## src/rtl/timer_ctrl_pkg.sv

```systemverilog
// Shared types and constants for the timer mode controller: FSM state
// encoding, mode select values and the default counter width.
package timer_ctrl_pkg;

    localparam int W_DEFAULT = 8;

    localparam logic MODE_STOPWATCH = 1'b0;
    localparam logic MODE_COUNTDOWN = 1'b1;

    typedef enum logic [2:0] {
        ST_IDLE,
        ST_ARM,
        ST_RUN,
        ST_PAUSE,
        ST_DONE
    } state_e;

endpackage

```

## src/rtl/timer_mode_controller.sv

```systemverilog
// Sequences an external up-counter for stopwatch/countdown timing: drives its
// reset/load/inc controls and reports running, done and a one-shot alarm.
module timer_mode_controller
    import timer_ctrl_pkg::*;
#(
    parameter int W      = W_DEFAULT,
    parameter int SW_MAX = 99
) (
    input  logic         clk,
    input  logic         reset_n,
    input  logic         tick,
    input  logic         start,
    input  logic         stop,
    input  logic         clear,
    input  logic         mode,
    input  logic [W-1:0] preset,
    input  logic [W-1:0] pc_value,
    output logic         pc_reset,
    output logic [W-1:0] pc_reset_val,
    output logic         pc_load,
    output logic [W-1:0] pc_load_val,
    output logic         pc_inc,
    output logic [W-1:0] time_value,
    output logic         running,
    output logic         done,
    output logic         alarm_pulse
);

    state_e state_q, state_d;
    logic   mode_q, mode_d;
    logic   pc_reset_q, pc_reset_d;
    logic   pc_load_q, pc_load_d;
    logic   alarm_q, alarm_d;
    logic   terminal;
    logic   sel_mode;

    // Until IDLE is left the live mode input governs previews; after that the
    // captured mode is authoritative so mid-run toggles are harmless.
    assign sel_mode = (state_q == ST_IDLE) ? mode : mode_q;

    assign terminal = (mode_q == MODE_STOPWATCH) ? (pc_value == W'(SW_MAX))
                                                 : (pc_value == '1);

    always_comb begin
        state_d    = state_q;
        mode_d     = mode_q;
        pc_reset_d = 1'b0;
        if (clear) begin
            state_d    = ST_IDLE;
            pc_reset_d = 1'b1;
        end else begin
            unique case (state_q)
                ST_IDLE: begin
                    if (start && !stop) begin
                        state_d = ST_ARM;
                        mode_d  = mode;
                    end
                end
                ST_ARM:   state_d = ST_RUN;
                ST_RUN: begin
                    if (stop)          state_d = ST_PAUSE;
                    else if (terminal) state_d = ST_DONE;
                end
                ST_PAUSE: if (start && !stop) state_d = ST_RUN;
                ST_DONE:  state_d = ST_DONE;
                default:  state_d = ST_IDLE;
            endcase
        end
        pc_load_d = (state_d == ST_ARM);
        alarm_d   = (state_d == ST_DONE) && (state_q != ST_DONE);
    end

    always_ff @(posedge clk or negedge reset_n) begin
        if (!reset_n) begin
            state_q    <= ST_IDLE;
            mode_q     <= MODE_STOPWATCH;
            pc_reset_q <= 1'b1;
            pc_load_q  <= 1'b0;
            alarm_q    <= 1'b0;
        end else begin
            state_q    <= state_d;
            mode_q     <= mode_d;
            pc_reset_q <= pc_reset_d;
            pc_load_q  <= pc_load_d;
            alarm_q    <= alarm_d;
        end
    end

    assign pc_reset     = pc_reset_q;
    assign pc_reset_val = '0;
    assign pc_load      = pc_load_q;
    // Counting up from ~preset to all-ones takes exactly preset increments.
    assign pc_load_val  = (sel_mode == MODE_COUNTDOWN) ? ~preset : '0;
    assign pc_inc       = (state_q == ST_RUN) && tick && !terminal && !stop && !clear;

    always_comb begin
        time_value = pc_value;
        if (sel_mode == MODE_COUNTDOWN) begin
            if (state_q == ST_IDLE || state_q == ST_ARM) time_value = preset;
            else                                         time_value = ~pc_value;
        end
    end

    assign running     = (state_q == ST_RUN);
    assign done        = (state_q == ST_DONE);
    assign alarm_pulse = alarm_q;

endmodule

```

## config.mk

```make
export PLATFORM = sky130hd
export DESIGN_NAME = timer_mode_controller
export DESIGN_NICKNAME = d
export VERILOG_FILES = /design/src/rtl/timer_ctrl_pkg.sv /design/src/rtl/timer_mode_controller.sv
export SDC_FILE = /design/constraint.sdc
export NUM_CORES = 1
export LEC_CHECK = 0
export CAP_MARGIN = 10
export CORE_MARGIN = 2
export CORE_UTILIZATION = 35
export DETAILED_ROUTE_END_ITERATION = 10
export GPL_ROUTABILITY_DRIVEN = 0
export GPL_TIMING_DRIVEN = 1
export MAX_ROUTING_LAYER = met4
export PLACE_DENSITY = 0.83
export RECOVER_POWER = 25
export SETUP_SLACK_MARGIN = 0.5
export SLEW_MARGIN = 5
export SYNTH_ARGS = -nofsm -noshare
export SYNTH_HDL_FRONTEND = slang
export SYNTH_SLANG_ARGS = --single-unit
```

## constraint.sdc

```tcl
create_clock -name clk -period 5.09 [get_ports clk]
set_input_delay 0.7635 -clock clk [delete_from_list [all_inputs] [get_ports clk]]
set_output_delay 0.7635 -clock clk [all_outputs]
set_load 0.01 [all_outputs]
```

==> run_results.csv <==
group,metric,value,unit
critical_path,crit_top_cell,"clkdlybuf4s50_1",
yosys,synth.distinct_cells,34,
detailed_routing,drtIter0Drc,11,
grt,grt_overflow,0,
placement,post-place-ws,1.48,ns
floorplan,num_io_pins,53,
critical_path,crit_family,"buffers and inverters",
pwr,power_per_cell_area,299,nW/µm²
floorplan,core-area,1900,µm²
detailed_routing,drt_pass1_iterations,4,
detailed_routing,drc,0,
critical_path,startpoint,"mode",
pwr,peakVddDrop,0.207,mV
job,maxCapViolations,0,
cells_and_area,drive_gt1_share,10.3,%
clocking,clock_sinks,7,
grt,antenna_found_initial,0,
hold_path,hp-class,"register to register",
cells_and_area,nNetsFinal,150,
grt,grt_max_degree,17,
pwr,power,0.335,mW
critical_path,start_kind,"primary input",
grt,grt.total_usage,16.1,%
critical_path,critical_path.slowest_cell,"mux2i_2",
detailed_routing,routed_wl,1840,µm
timing,fin_crit_sh,70.5,%
hold_path,worstHoldStart,"state_q[1]",
yosys,syn_area_per_cell,8.21,µm²
critical_path,end_kind,"output port",
timing,finalWorstSetupSlack,1.50,ns
grt,grt_pass1_vias,700,
critical_path,cp.buffers_inverters,2,
floorplan,die_height,48.4,µm
timing,tns,0,ns
yosys,synthFlopType,"dfrtp_1",
detailed_routing,routedWlPerCell,12.1,µm
outcome,outcome,"finished clean",
timing,slew_headroom,47.7,%
critical_path,crit_fanout,16,
clocking,cts_made_buffers,3,
floorplan,fp-row-count,16,
timing,max_freq,0.279,GHz
clocking,cts_tree,"yes",
clocking,htree_levels,1,
clocking,post_cts_resized,0,
critical_path,critPathKind,"primary input to output port",
critical_path,rr_startpoint,"mode_q",
yosys,synthArstFlopShare,100,%
yosys,ys_top_cells_by_area,"dfrtp_1 22%, nor2_1 9.3%, buf_4 8.7%",
yosys,yosysTopAreaCellShare,21.8,%
timing,finalHoldViolCount,0,
cells_and_area,syn_to_final_growth,62.6,%
yosys,yosysWarnings,0,
grt,grt_pass1_wl,2960,µm
yosys,ys_seq_elements,7,
clocking,post_cts_buffers,0,
timing,hold_slack,0.685,ns
critical_path,cp_slowest_stage_delay,0.64,ns
yosys,yosysSeqAreaShare,25.6,%
yosys,syn_inst,84,
cells_and_area,n_antenna_cell,0,
detailed_routing,ant_nets,0,
critical_path,required,4.33,ns
critical_path,crit_arrival,2.82,ns
detailed_routing,num_vias,777,
critical_path,path_cells,"clkdlybuf4s50_1, mux2i_2, nor3_1, a311oi_1, clkdlybuf4s50_1",
clocking,hold_buffers,0,
timing,slew_violations,0,
clocking,clk_path_buf_depth,2,
detailed_routing,viasPerCell,5.08,
timing,tightestPinTransition,0.769,ns
timing,min_period,3.59,ns
clocking,clkTransAtPathRegs,0.05,ns
yosys,yosysTopAreaCell,"dfrtp_1",
timing,setup_viol,0,
pwr,leakage,0.442,nW
floorplan,die-area,2340,µm²
clocking,root_buffer,"clkbuf_4",
floorplan,fp.dieW,48.4,µm
timing,rsz0062_at_grt,"false",
placement,hpwl,1460,µm
placement,port_buffers,44,
clocking,clock_latency,0.25,ns
yosys,synth_edf_count,0,
timing,fin_worst_skew,0.000497,ns
yosys,synth_area,689,µm²
floorplan,start_util,36.2,%
cells in the mapped netlist, types with 2 or more instances:
| library cell | count |
|---|---|
| nor2_1 | 17 |
| buf_4 | 8 |
| nor3_1 | 8 |
| a311oi_1 | 6 |
| dfrtp_1 | 6 |
| inv_1 | 4 |
| nor3_2 | 3 |
| a311oi_2 | 2 |
| clkbuf_4 | 2 |
| nand4_1 | 2 |
| nor3b_1 | 2 |
| or2_1 | 2 |
routing by layer:
metal  wire length, µm  GRT usage [%]  vias to the layer above  part of all wire (%)
met2               952           30.1                       37                    52
met3               141           4.63                        2                   7.6
met5                 0              -                        -                     0
li1                  -              -                      375                     -
met4                11           4.29                        0                  0.60
met1               738           16.4                      363                    40
cells by family after synthesis:
| group | synth area share (%) |
|---|---|
| and+or+nand+nor | 32.5 |
| buffers and inverters | 16.0 |
| AOI/OAI and AO/OA | 19.8 |
| DFF | 25.6 |
| muxes | 5.63 |
| other | 0.544 |
placed cells by master (no fill, tap or decap), drive strengths merged:
| cell | n |
|---|---|
| a21oi | 1 |
| a22oi | 1 |
| a311oi | 8 |
| and2b | 1 |
| and4 | 1 |
| clkbuf | 4 |
| clkdlybuf4s50 | 42 |
| conb | 8 |
| dfrtp | 6 |
| dfstp | 1 |
| dlygate4sd3 | 2 |
| inv | 4 |
| mux2 | 1 |
| mux2i | 2 |
| nand2 | 1 |
| nand3 | 1 |
| nand4 | 2 |
| nor2 | 17 |
| nor3 | 11 |
| nor3b | 2 |
| o21ai | 2 |
| o22ai | 1 |
| o2bb2ai | 1 |
| o32a | 1 |
| or2 | 2 |
| or2b | 1 |
| or3b | 1 |
| or4 | 1 |
layout make-up:
class	instances	area, µm²
well taps	27	33.8
repair buffers	44	440
clock buffers	4	26.3
flip-flops and latches	7	176
inverters	4	15.0
multi-input cells	67	429
fillers	172	781
power breakdown:
| group | switching, mW | internal (mW) | total, mW |
|---|---|---|---|
| Clock | 0.0204 | 0.0299 | 0.0503 |
| Sequential | 0.0184 | 0.0629 | 0.0814 |
| Combinational | 0.0933 | 0.110 | 0.203 |
| Total | 0.132 | 0.203 | 0.335 |
state kept, by name, summed over array words and instances (netlist names):
| register | flops |
|---|---|
| alarm_pulse | 1 |
| pc_reset | 1 |
| pc_load | 1 |
| state_q | 3 |
| mode_q | 1 |
final timing paths:
kind / to / slack [ns] / cells past startpoint
setup / recovery: time_value[4] / 1.50 / 5
hold / removal: state_q[2] / 0.69 / 2
setup reg to reg: state_q[1] / 3.35 / 4
hold reg to reg: state_q[2] / 0.69 / 2
max in group asynchronous: pc_reset / 3.99 / 1
min in group asynchronous: pc_load / 0.83 / 1
worst reg2reg max path, delay by kind of cell, from the launching register on:
family / cells / cell delay [ns]
muxes: 1 / 0.25
and+or+nand+nor: 2 / 0.77
DFF: 1 / 0.53
AOI/OAI and AO/OA: 1 / 0.07
through the flow:
stage,utilization [%],std cells,area [µm²]
2_1_floorplan,-,91,716
3_3_place_gp,57.6,149,1090
3_5_place_dp,57.6,149,1090
4_1_cts,58.9,153,1120
5_1_grt,58.9,153,1120
6_report,58.9,153,1120
(Power assumes the default switching activity.)
